[src/rtl/inst_queue.sv]
// Instruction queue between fetcher and dispatcher: circular FIFO of
// {pc, inst, predict} entries with a registered one-cycle issue port.
module inst_queue #(
    parameter int unsigned ADDR_WIDTH = 32,
    parameter int unsigned DEPTH      = 4
) (
    input  logic                  clk_in,
    input  logic                  rst_in,
    input  logic                  rdy_in,
    input  logic                  RBIQ_clear,
    input  logic                  IFIQ_en,
    input  logic [ADDR_WIDTH-1:0] IFIQ_pc,
    input  logic [31:0]           IFIQ_inst,
    input  logic                  IFIQ_predict_result,
    output logic                  IQIF_full,
    input  logic                  DPIQ_ask,
    output logic                  IQDC_en,
    output logic [ADDR_WIDTH-1:0] IQDC_pc,
    output logic [6:0]            IQDC_opcode,
    output logic [24:0]           IQDC_remain_inst,
    output logic                  IQDC_predict_result
);

    localparam int unsigned PTR_W = $clog2(DEPTH);
    localparam int unsigned CNT_W = PTR_W + 1;

    logic [ADDR_WIDTH-1:0] pc_mem   [DEPTH];
    logic [31:0]           inst_mem [DEPTH];
    logic                  pred_mem [DEPTH];

    logic [PTR_W-1:0] head;
    logic [PTR_W-1:0] tail;
    logic [CNT_W-1:0] count;

    logic pop_c;
    logic push_c;

    // Full flag follows the occupancy count directly.
    assign IQIF_full = (count == CNT_W'(DEPTH));

    // Pop/push qualification; pop uses the count before any push, so a
    // freshly pushed entry can never issue in its own cycle.
    always_comb begin
        pop_c  = 1'b0;
        push_c = 1'b0;
        if (rdy_in && !RBIQ_clear) begin
            pop_c  = DPIQ_ask && (count != '0);
            push_c = IFIQ_en && ((count != CNT_W'(DEPTH)) || pop_c);
        end
    end

    // Entry storage; contents outside head..tail are never observed.
    always_ff @(posedge clk_in) begin
        if (push_c) begin
            pc_mem[tail]   <= IFIQ_pc;
            inst_mem[tail] <= IFIQ_inst;
            pred_mem[tail] <= IFIQ_predict_result;
        end
    end

    // Pointers, count and the registered issue port.
    always_ff @(posedge clk_in or posedge rst_in) begin
        if (rst_in) begin
            head                <= '0;
            tail                <= '0;
            count               <= '0;
            IQDC_en             <= 1'b0;
            IQDC_pc             <= '0;
            IQDC_opcode         <= '0;
            IQDC_remain_inst    <= '0;
            IQDC_predict_result <= 1'b0;
        end else if (!rdy_in) begin
            IQDC_en <= 1'b0;
        end else if (RBIQ_clear) begin
            head    <= '0;
            tail    <= '0;
            count   <= '0;
            IQDC_en <= 1'b0;
        end else begin
            IQDC_en <= pop_c;
            if (pop_c) begin
                IQDC_pc             <= pc_mem[head];
                IQDC_opcode         <= inst_mem[head][6:0];
                IQDC_remain_inst    <= inst_mem[head][31:7];
                IQDC_predict_result <= pred_mem[head];
                head                <= head + PTR_W'(1);
            end
            if (push_c) begin
                tail <= tail + PTR_W'(1);
            end
            if (push_c && !pop_c) begin
                count <= count + CNT_W'(1);
            end else if (pop_c && !push_c) begin
                count <= count - CNT_W'(1);
            end
        end
    end

endmodule

[config.mk]
export PLATFORM = sky130hd
export DESIGN_NAME = inst_queue
export DESIGN_NICKNAME = d
export VERILOG_FILES = /design/src/rtl/inst_queue.sv
export SDC_FILE = /design/constraint.sdc
export NUM_CORES = 1
export LEC_CHECK = 0
export ABC_AREA = 1
export CAP_MARGIN = 5
export CORE_MARGIN = 10
export CORE_UTILIZATION = 55
export DETAILED_ROUTE_END_ITERATION = 10
export GPL_ROUTABILITY_DRIVEN = 0
export PLACE_DENSITY = 0.78
export SYNTH_ARGS = -nofsm -noshare
export SYNTH_HDL_FRONTEND = slang
export SYNTH_SLANG_ARGS = --single-unit
[constraint.sdc]
create_clock -name clk_in -period 5.31 [get_ports clk_in]
set_clock_uncertainty 0.2 [all_clocks]
set_input_delay 1.062 -clock clk_in [delete_from_list [all_inputs] [get_ports clk_in]]
set_output_delay 1.062 -clock clk_in [all_outputs]
set_load 0.05 [all_outputs]
== Yosys cells after proc, flatten, opt, wreduce, memory -nomap -nowiden ==
Memories as Yosys holds them, arrays and structs flattened. A register that Yosys moved wholly into a read port is not among the register bits.
Index checks and enable logic that the tools add are counted.

* Flip-flop bits (word level): 8
* Bits in latches: 0
* RAM bits: 260
* ROM bits: 0
* Input port bits: 71
* Output and inout port bits: 67
* Word-level logic and storage cells: 44
* Memories kept: 3

{| class="wikitable"
|+ Memories
! memory !! words !! bits a word !! rd ports !! clocked after memory_dff !! wr ports !! line !! text
|-
| inst_mem || 4 || 32 || 1 || 1 || 1 || 28 || <nowiki>logic [31:0] inst_mem [DEPTH];</nowiki>
|-
| pc_mem || 4 || 32 || 1 || 1 || 1 || 27 || <nowiki>logic [ADDR_WIDTH-1:0] pc_mem [DEPTH];</nowiki>
|-
| pred_mem || 4 || 1 || 1 || 1 || 1 || 29 || <nowiki>logic pred_mem [DEPTH];</nowiki>
|}

* $add $sub $neg: 4
* $mul: 0
* Div/mod/pow operators: 0
* Order comparisons: 0
* Equal/unequal tests: 2
* Shift-type cells: 0
* Mux-type cells: 13
* Bitwise operators: 1
* Reduce and logical (&&, ||, !) cells: 17

{| class="wikitable"
|+ Operators by type and width
! cell !! number
|-
| 3-bit two-way mux || 3
|-
| 2-bit two-way mux || 4
|-
| 1-bit two-way mux || 6
|-
| 2-bit AND reduction || 3
|-
| 3-bit nonzero test || 2
|-
| 1-bit logical AND || 5
|-
| 2-bit by 1-bit adder with 2-bit output, second input constant || 2
|-
| 2-bit nonzero test || 2
|-
| 3-bit by 1-bit adder with 3-bit output, second input constant || 1
|-
| 3-bit equality test, second input constant || 1
|-
| 1-bit logical NOT || 3
|-
| 3-bit != test, second input constant || 1
|-
| 3-bit AND reduction || 1
|-
| 3-bit by 1-bit subtractor with 3-bit output, second input constant || 1
|-
| 1-bit logical OR || 1
|-
| 1-bit NOT || 1
|}

== Logic depth before layout (Yosys ltp) ==
Gate-level depths: netlist of run 1.

* Depth in word-level cells: 10
* Gate-level depth with buffers: 11
* Mapped depth without buffers: 11

== Worst setup path before layout of run 1 ==
OpenSTA, ideal clock, no wires.

* Kind: input port to flip-flop
* From: input rdy_in
* To: memory inst_mem[0][0] (enable)
* Setup time: 489 ps
* Arrival time: 4164 ps
* Data required time: 4621 ps
* Slack: 457 ps
* Stages on the path: 4
* Path buffers: 0
* Cell sequence: inv_2 > nor2_2 > nand3_1 > nor2_1

* Cells in the longest elaborated chain, start to end: 4

{| class="wikitable"
|+ Ends and longest elaborated chain
! what !! line !! text
|-
| start, declared || 9 || <nowiki>input logic rdy_in,</nowiki>
|-
| 1-bit logical AND || 46 || <nowiki>if (rdy_in && !RBIQ_clear) begin</nowiki>
|-
| 1-bit two-way mux || 46 ||
|-
| 1-bit two-way mux || 54 || <nowiki>if (push_c) begin</nowiki>
|-
| 1-bit two-way mux (not written as such) || 56 || <nowiki>inst_mem[tail] <= IFIQ_inst;</nowiki>
|-
| end, declared || 28 ||
|}

Every way passes these cells.

== Worst setup path after layout of run 1 ==
* From: register count[1]
* To: output IQIF_full

* Cells in the longest elaborated chain, start to end: 1

{| class="wikitable"
|+ Ends and longest elaborated chain
! what !! line !! text
|-
| start, declared || 33 || <nowiki>logic [CNT_W-1:0] count;</nowiki>
|-
| start signal, assigned || 92 || <nowiki>count <= count + CNT_W'(1);</nowiki>
|-
| start signal, assigned || 94 || <nowiki>count <= count - CNT_W'(1);</nowiki>
|-
| 3-bit equality test || 39 || <nowiki>assign IQIF_full = (count == CNT_W'(DEPTH));</nowiki>
|-
| end, declared || 15 || <nowiki>output logic IQIF_full,</nowiki>
|}

Every way passes these cells.

==> reports/qor.yml, run 1 <==
outcome: "completed"
ant_nets: 0
rsz0062_at_grt: "false"
dieWidth_um: 171.1
yosysTopAreaCell: "edfxtp_1"
antenna_found_initial: 4
vias: 7817
whs_endpoint: "IQDC_remain_inst[21]"
endpoint_kind: "output port"
hp-start: "IQDC_remain_inst[21]"
cts-root-buf: "clkbuf_16"
final_util_pct: 67.32
power.density_nw_per_um2: 517.7
grt_start_max_net_pins: 103
finalNonFillerCells: 1413
p_total_w: 0.007867
r2r_setup_slack_ns: 2.55
die-area_um2: 29260
cpMaxStageDelayCell: "clkdlybuf4s50_1"
clk_pin_slew_worst_paths_ns: 0.06
hpwlAfterDp_um: 15740
ioPinCount: 138
grt_pass1_vias: 7836
grt_pass1_wl_um: 41900
synthesis.area_um2: 12550
yosysSeqAreaShare_pct: 76.77
clock_latency_ns: 0.55
drc_errors: 0
h-tree-depth: 1
drive_gt1_share_pct: 6.921
hold_class: "register to register"
maxCapViolations: 0
worstMarginPinSlew_ns: 1.012
synth-edff-count: 260
post_cts_buffers: 0
yosysMostFrequentCell: "edfxtp_1"
cts_buffers: 31
drt_iter0_markers: 690
rr_endpoint: "IQDC_remain_inst[3]"
async_flop_share_pct: 21.92
routedWlPerCell_um: 19.16
start_util_pct: 55.60
drt-total-wl_um: 27080
grt_overflow: 0
io_buffers: 137
yosys.cell_types.count: 23
cts.sinks: 333
vias_per_cell: 5.532
cp_slowest_stage_delay_ns: 0.81
fin_tns_setup_ns: 0
crit_path_cell_trace: "nor2_2 -> nand2_1 -> inv_1 -> clkdlybuf4s50_1"
nets: 1179
die_h_um: 171.1
cts_tree: "done"
multi_input_comb_area_um2: 2581
leakagePower_nw: 5.646
placed_cells: 1355
worstReg2RegStart: "head[0]"
synth.net_count: 1053
slew_viol_final: 0
synth.top_cell.area_share_pct: 62.21
finalCriticalPeriod_ns: 3.450
clock.fmax_ghz: 0.2898
setup_viol: 0
synthFlopType: "edfxtp_1"
area_growth_pct: 21.09
crit_required_ns: 4.05
ys_top_cells_by_area: "edfxtp_1, dfrtp_1, nand2_1, o21ai_0, nor2_1"
min_path_cells: 2
min_period_over_period_pct: 64.98
cts_hold_buf: 0
cp-start-kind: "register"
track_usage_pct: 18.19
slew_headroom_pct: 32.55
clockBufferDepth: 3
yosys-top-cells-count: "edfxtp_1, nand2_1, nor2_1"
ctsResizeCount: 0
final-seq-area_um2: 9639
design.core.area_um2: 22570
critPathKind: "register to output port"
hold_violations: 0
rows: 55
synth-seq-cells: 333
yosysWarnings: 0
peakVddDrop_mv: 0.3372
worstPathMaxFanout: 4
cp.arrival_ns: 2.19
final.fill_count: 1548
syn_area_per_cell_um2: 12.84
syn_inst: 977
reg2reg_depth: 6
firstDrtPassIters: 6
[layout by cell type, fill, tap and decap left out, drive strengths merged]
master,n
inv,21
nand3,7
clkinvlp,4
fa,1
dfrtp,73
nand2,214
buf,12
edfxtp,260
a21oi,3
diode,1
clkinv,13
ha,4
clkbuf,36
nand4,1
bufinv,4
nor2,137
o21ai,133
a21o,1
clkdlybuf4s50,137
xor2,1
o22ai,65
[how the worst max path moves through the flow]
stage | startpoint | to | slack (ns)
finish | count[1] | IQIF_full | 1.86
global route | count[1] | IQIF_full | 1.76
global placement | rdy_in | inst_mem[1][24] | 1.45
floorplan | rdy_in | inst_mem[0][0] | 0.46
detailed placement | rdy_in | inst_mem[1][2] | 1.40
CTS | count[1] | IQIF_full | 1.82
[metrics by stage]
step	hold WS (ns)	setup slack, ns	instance area [µm²]
after CTS	0.2834	1.823	15190
after detailed placement	0.2644	1.400	14160
after global placement	0.2629	1.451	14160
after global routing	0.2981	1.755	15190
final	0.2768	1.860	15200
after floorplan	0.2835	0.4572	12550
[final cells by class]
| class | count | area share [%] |
|---|---|---|
| inverter | 21 | 0.5434 |
| tap | 285 | 2.347 |
| clock buffer | 36 | 5.360 |
| multi-input combinational | 567 | 16.99 |
| timing repair buffer | 149 | 9.864 |
| antenna | 1 | 0.01647 |
| sequential | 333 | 63.43 |
| clock inverter | 21 | 1.449 |
[critical path: cells and delay by family (launching register included)]
kind,cells,cell delay [ns]
flip-flops,1,0.42
buffers and inverters,2,0.88
AND/OR/NAND/NOR,2,0.35
[cell families after synthesis]
| kind of cell | synth area share [%] |
|---|---|
| xor gates and xnor gates | 0.06980 |
| adders and majority gates | 0.5583 |
| buffers and inverters | 2.901 |
| and+or+nand+nor | 10.89 |
| DFF | 76.77 |
| AOI/OAI and AO/OA | 8.814 |
[power by group]
group	switching [W]	total, W	internal, W
Sequential	0.000176	0.00330	0.00312
Clock	0.000917	0.00221	0.00129
Combinational	0.00163	0.00236	0.000731
[flip-flops by register name, indices dropped and copies added, names as in the netlist]
register,flops
head,2
inst_mem,128
IQDC_pc,32
tail,2
count,3
IQDC_en,1
IQDC_predict_result,1
pc_mem,128
IQDC_opcode,7
IQDC_remain_inst,25
pred_mem,4
[per-layer routing]
layer / vias to the layer above / part of all wire, % / routed length (µm) / global-route usage (%)
met5: - / 0.15 / 40 / 0
met4: 6 / 1.9 / 518 / 5.406
met3: 55 / 7.4 / 2015 / 4.608
met2: 267 / 49 / 13290 / 30.19
met1: 3793 / 41 / 11210 / 23.16
li1: 3696 / - / - / -
(Power assumes the default switching activity.)
==> run 2, diff against run 1 <==
--- a/config.mk
+++ b/config.mk
@@ -8,10 +8,10 @@
 export ABC_AREA = 1
 export CAP_MARGIN = 5
 export CORE_MARGIN = 10
-export CORE_UTILIZATION = 55
+export CORE_UTILIZATION = 50
 export DETAILED_ROUTE_END_ITERATION = 10
 export GPL_ROUTABILITY_DRIVEN = 0
-export PLACE_DENSITY = 0.78
+export PLACE_DENSITY = 0.75
 export SYNTH_ARGS = -nofsm -noshare
 export SYNTH_HDL_FRONTEND = slang
 export SYNTH_SLANG_ARGS = --single-unit
==> constraint.sdc (replaced) <==
create_clock -name clk_in -period 3 [get_ports clk_in]
set_clock_uncertainty 0.2 [all_clocks]
set_input_delay 0.6 -clock clk_in [delete_from_list [all_inputs] [get_ports clk_in]]
set_output_delay 0.6 -clock clk_in [all_outputs]
set_load 0.05 [all_outputs]
==> run 2 against run 1 <==
  * Global-route usage shrank 1.4 points
  * Non-clock buffer count rose by 7
  * Final cell count rose by 3.5%
  * First-iteration DRC count down 4.8%
  * Register-to-register slack got worse by 1.6 ns
  * Highest routed layer is now met4
  * Via count up 0.58%
  * Utilization is 4.4 points lower
  * Sequential share of layout area decreased by 0.98 points
  * Combinational power grew 79%
==> reports/qor.yml, run 2 (synthesis gave the netlist of run 1 again) <==
outcome: "completed"
cp.arrival_ns: 1.69  # -0.50 ns
clk_pin_slew_worst_paths_ns: 0.06  # about the same
rows: 57  # +3.6%
r2r_setup_slack_ns: 0.98  # -1.57 ns
drc_errors: 0  # unchanged
grt_start_max_net_pins: 110  # +6.8%
h-tree-depth: 2  # +1
area_growth_pct: 22.99
final.fill_count: 1864  # +20%
clock_latency_ns: 0.51  # -0.04 ns
track_usage_pct: 16.80  # -1.4 points
final_cell_mix: "edfxtp_1, nand2_1, clkdlybuf4s50_1"
min_period_over_period_pct: 82.96
rsz0062_at_grt: "false"
final_util_pct: 62.91  # -4.4 points
critPathKind: "register to output port"
grt_pass1_wl_um: 42240  # +0.82%
diodes: 0  # -1
cts_tree: "done"
finalNonFillerCells: 1462  # +3.5%
fin_hold_ws_ns: 0.1698  # -0.1070 ns
reg2reg_depth: 6  # unchanged
crit_required_ns: 2.20  # -1.85 ns
ioPinCount: 138  # unchanged
hold_violations: 0  # unchanged
final_common_cell: "edfxtp_1"
post_cts_buffers: 0  # unchanged
finalCriticalPeriod_ns: 2.489
clock.fmax_ghz: 0.4018
power.density_nw_per_um2: 907.9  # +75%
placed_cells: 1401  # +3.4%
grt_overflow: 0  # unchanged
leakagePower_nw: 5.744  # +1.8%
peakVddDrop_mv: 0.6650  # +97%
rr_endpoint: "IQDC_pc[26]"
worstMarginPinSlew_ns: 0.6899  # -0.3219 ns
drive_gt1_share_pct: 7.030  # +0.11 points
hpwlAfterDp_um: 16220  # +3.0%
antenna_found_initial: 0  # -4
vias: 7862  # +0.58%
slew_headroom_pct: 54.01  # +21 points
busiest_layer: "met2"
cts_buffers: 34  # +9.7%
die_h_um: 178.4  # +4.3%
clockBufferDepth: 3  # unchanged
cp-start-kind: "register"
grt_pass1_vias: 8102  # +3.4%
io_buffers: 137  # unchanged
grtUsageMet2_pct: 28.90  # -1.3 points
dieWidth_um: 178.4  # +4.3%
cts.sinks: 333  # unchanged
top_regs: "inst_mem (128), pc_mem (128), IQDC_pc (32)"
maxCapViolations: 0  # unchanged
vias_per_cell: 5.378  # -2.8%
firstDrtPassIters: 5  # -1
worstReg2RegStart: "head[0]"
start_util_pct: 51.15  # -4.4 points
design.core.area_um2: 24530  # +8.7%
cts-root-buf: "clkbuf_16"
endpoint_kind: "output port"
slew_viol_final: 0  # unchanged
drt-total-wl_um: 27140  # +0.22%
routedWlPerCell_um: 18.56  # -3.1%
globalRouteMet3Util_pct: 4.144  # -0.46 points
ant_nets: 0  # unchanged
drt_iter0_markers: 657  # -4.8%
setup_viol: 0  # unchanged
die-area_um2: 31840  # +8.8%
worstPathMaxFanout: 4  # unchanged
hold_class: "input port to async pin"
grtUsageMet1_pct: 20.58  # -2.6 points
nets: 1189  # +0.85%
==> run 2: changes by cell type in the layout (fill, tap and decap cells not counted), moves of 3 or more <==
| cell | before | now |
|---|---|---|
| buf_12 | 3 | 13 |
| clkinvlp_4 | 4 | 1 |
| clkbuf_16 | 31 | 35 |
| buf_4 | 9 | 6 |
| clkbuf_1 | 3 | 13 |
| clkinv_2 | 8 | 4 |
| bufinv_16 | 4 | 1 |
==> run 2: metal layers <==
metal  routed length, µm  vias to the layer above  share of wire [%]
met4                 495                        0                1.8
met3                2130                       42                7.8
met2               13630                      270                 50
li1                    -                     3727                  -
met5                   0                        -                  0
met1               10890                     3823                 40
==> run 2: cell type report <==
cell class | instances | area, µm² | share of cell area [%]
flip-flops and latches | 333 | 9639 | 62.45
well taps | 324 | 405.4 | 2.626
clock buffers | 51 | 965.9 | 6.258
multi-input cells | 567 | 2581 | 16.72
repair buffers | 156 | 1679 | 10.88
clock inverters | 10 | 81.33 | 0.5269
inverters | 21 | 82.58 | 0.5350
==> run 2: repair_timing <==
| action | 4_1_cts | 5_1_grt |
|---|---|---|
| hold buffers | 0 | 0 |
| endpoints found under the setup margin | 0 | 1 |
| gates resized for setup | 0 | 1 |
==> run 2: how the worst max path moves through the flow <==
stage	startpoint	slack, ns	end
after global placement	rdy_in	0.41	pc_mem[1][23]
after detailed placement	rdy_in	0.38	inst_mem[1][20]
after CTS	count[1]	0.09	IQIF_full
final	count[1]	0.51	IQIF_full
after floorplan	rdy_in	-0.37	inst_mem[0][0]
after global routing	count[1]	0.38	IQIF_full
==> run 2: through the flow <==
stage	setup TNS [ns]	cell area, µm²	setup slack [ns]	power (W)
floorplan	-95.73	12560	-0.3682	0.008691
global placement	0	14390	0.4073	0.01012
detailed placement	0	14390	0.3840	0.01017
CTS	0	15430	0.09014	0.01414
global route	0	15430	0.3835	0.01463
finish	0	15430	0.5112	0.01401
==> run 2: power breakdown <==
part           internal (W)  switching (W)
Sequential          0.00553       0.000294
Combinational       0.00135        0.00288
Clock               0.00232        0.00164
==> run 2: critical path, cell delays in order (launching register included) <==
cell and delay (ns):
dfrtp_1 0.40, nor2_2 0.23, nand2_1 0.10, inv_1 0.06, dlymetal6s2s_1 0.41
==> run 3, diff against run 2 <==
==> constraint.sdc (replaced) <==
create_clock -name clk_in -period 2 [get_ports clk_in]
set_clock_uncertainty 0.2 [all_clocks]
set_input_delay 0.4 -clock clk_in [delete_from_list [all_inputs] [get_ports clk_in]]
set_output_delay 0.4 -clock clk_in [all_outputs]
set_load 0.05 [all_outputs]
==> run 3 against run 2 <==
  * The run now ends with negative setup slack left
  * Utilization grew 0.88 points
  * Count of clock-buffer cells in the layout shrank 7
  * Worst hold slack lost 0.13 ns
  * Global-route usage grew 1.1 points
  * Sequential power grew 51%
  * Register-to-register slack lost 0.94 ns
  * Die area is the same
  * Via count grew 4.6%
  * Clock power grew 40%
  * Final cell count grew 2.1%
  * First-iteration DRC count grew 20%
  * Non-clock buffer count grew 34
  * Largest power group unchanged
==> reports/qor.yml, run 3 (synthesis gave the netlist of run 1 again) <==
area_growth_pct: 24.71
top_regs: "inst_mem (128), pc_mem (128), IQDC_pc (32)"
crit_required_ns: 1.40  # -0.80 ns
finalWorstSetupSlack_ns: -0.03642  # -0.5476 ns
grt_start_max_net_pins: 51  # -54%
hpwlAfterDp_um: 18550  # +14%
combPwrFrac_pct: 31.2  # +1.0 points
ioPinCount: 138  # unchanged
leakagePower_nw: 6.002  # +4.5%
grt_pass1_vias: 8210  # +1.3%
clk_pin_slew_worst_paths_ns: 0.06  # about the same
crit_path_cell_trace: "nor2_2 -> buf_6 -> nand2_4 -> inv_2 -> buf_12"
slew_viol_final: 0  # unchanged
vias: 8221  # +4.6%
cpMaxStageDelayCell: "dfrtp_1"
io_buffers: 137  # unchanged
seqPwrFrac_pct: 42.1  # +0.5 points
routedWlPerCell_um: 19.76  # +6.5%
start_util_pct: 51.15  # unchanged
clockBufferDepth: 3  # unchanged
endpoint_kind: "output port"
cp_slowest_stage_delay_ns: 0.39  # -0.02 ns
place_ws_ns: -0.4183  # -0.8023 ns
drive_gt1_share_pct: 15.48  # +8.5 points
die_h_um: 178.4  # unchanged
violations: "negative setup slack"
dpl_cell_area_um2: 14500  # +0.78%
hold_violations: 0  # unchanged
setup_viol: 1  # +1
critPathKind: "register to output port"
power.switching_w: 0.007329  # +52%
cts.sinks: 333  # unchanged
ant_nets: 0  # unchanged
fin_area_um2: 15650  # +1.4%
hold_class: "input port to async pin"
clock_latency_ns: 0.55  # +0.04 ns
h-tree-depth: 1  # -1
grt_overflow: 0  # unchanged
worstMarginPinSlew_ns: 0.5101  # -0.1798 ns
nets: 1220  # +2.6%
outcome: "complete, but fails checks"
rsz0062_at_grt: "true"
antenna_found_initial: 0  # unchanged
track_usage_pct: 17.92  # +1.1 points
cp-start-kind: "register"
finalNonFillerCells: 1493  # +2.1%
cts_hold_buf: 0  # unchanged
min_period_over_period_pct: 101.8
power.density_nw_per_um2: 1329  # +46%
drt_iter0_markers: 789  # +20%
vias_per_cell: 5.506  # +2.4%
rows: 57  # unchanged
drt-total-wl_um: 29510  # +8.7%
die-area_um2: 31840  # unchanged
maxCapViolations: 0  # unchanged
final_common_cell: "edfxtp_1"
fin_hold_ws_ns: 0.04465  # -0.1252 ns
final_cell_mix: "edfxtp_1, nand2_1, nor2_1"
cts_buffers: 31  # -8.8%
worstPathMaxFanout: 2  # -2
diodes: 0  # unchanged
p_int_w: 0.01347  # +46%
placed_cells: 1424  # +1.6%
p_total_w: 0.02080  # +48%
peakVddDrop_mv: 1.053  # +58%
finalCriticalPeriod_ns: 2.036
power_frac_clock_pct: 26.7  # -1.5 points
cp.arrival_ns: 1.44  # -0.25 ns
firstDrtPassIters: 5  # unchanged
dieWidth_um: 178.4  # unchanged
cts-root-buf: "clkbuf_16"
slew_headroom_pct: 65.92  # +12 points
cts_tree: "done"
clock.fmax_ghz: 0.4911
grt_pass1_wl_um: 45240  # +7.1%
drc_errors: 0  # unchanged
sw_frac_of_total_pct: 35.24  # +0.87 points
design.core.area_um2: 24530  # unchanged
-- run 3: power by group through the flow --
stage / registers (W) / logic (W) / clock network [W]
finish: 0.00876 / 0.00648 / 0.00555
floorplan: 0.0110 / 0.00207 / 0
global placement: 0.00887 / 0.00628 / 0
detailed placement: 0.00889 / 0.00638 / 0
CTS: 0.00877 / 0.00650 / 0.00564
global route: 0.00885 / 0.00696 / 0.00592
-- run 3: routing by layer --
layer	vias up	routed length, µm	track usage, %
met4	0	450	4.444
met1	4035	12240	24.13
met5	-	0	0
met3	36	2581	3.573
li1	3779	-	-
met2	371	14240	29.38
-- run 3: path summary, 6_finish.rpt --
kind	slack, ns	cells after the start	to	start
setup / recovery	-0.04	5	IQIF_full	count[1]
hold / removal	0.04	2	IQDC_pc[10]	rst_in
hold reg to reg	0.28	2	IQDC_remain_inst[19]	IQDC_remain_inst[19]
max in group asynchronous	1.08	3	IQDC_remain_inst[4]	rst_in
min in group clk_in	0.28	2	IQDC_remain_inst[19]	IQDC_remain_inst[19]
setup reg to reg	0.04	12	count[2]	count[1]
-- run 3: worst max-delay path, delay by kind of cell (launching register included) --
family,cells,cell delay [ns]
buffers and inverters,3,0.32
flip-flops,1,0.39
AND/OR/NAND/NOR,2,0.18
-- run 3: cell type report --
type / count / area (µm²)
tap: 324 / 405.4
fill: 1799 / 8884
timing repair buffer: 190 / 1943
sequential: 333 / 9639
inverter: 21 / 97.59
clock inverter: 14 / 116.4
clock buffer: 44 / 834.6
multi-input combinational: 567 / 2614
-- run 3: stage by stage --
step	utilization (%)	setup TNS, ns
final	63.79	-0.03642
after global routing	63.79	-0.2397
after CTS	63.17	-0.1012
after detailed placement	59.09	-109.80
after global placement	59.09	-98.46
after floorplan	-	-87.15
-- run 3: repair_timing --
item,CTS,global route
setup buffers,5,2
gates resized for setup,4,7
gates cloned,0,4
pin swaps,2,3
setup endpoints to repair,1,149
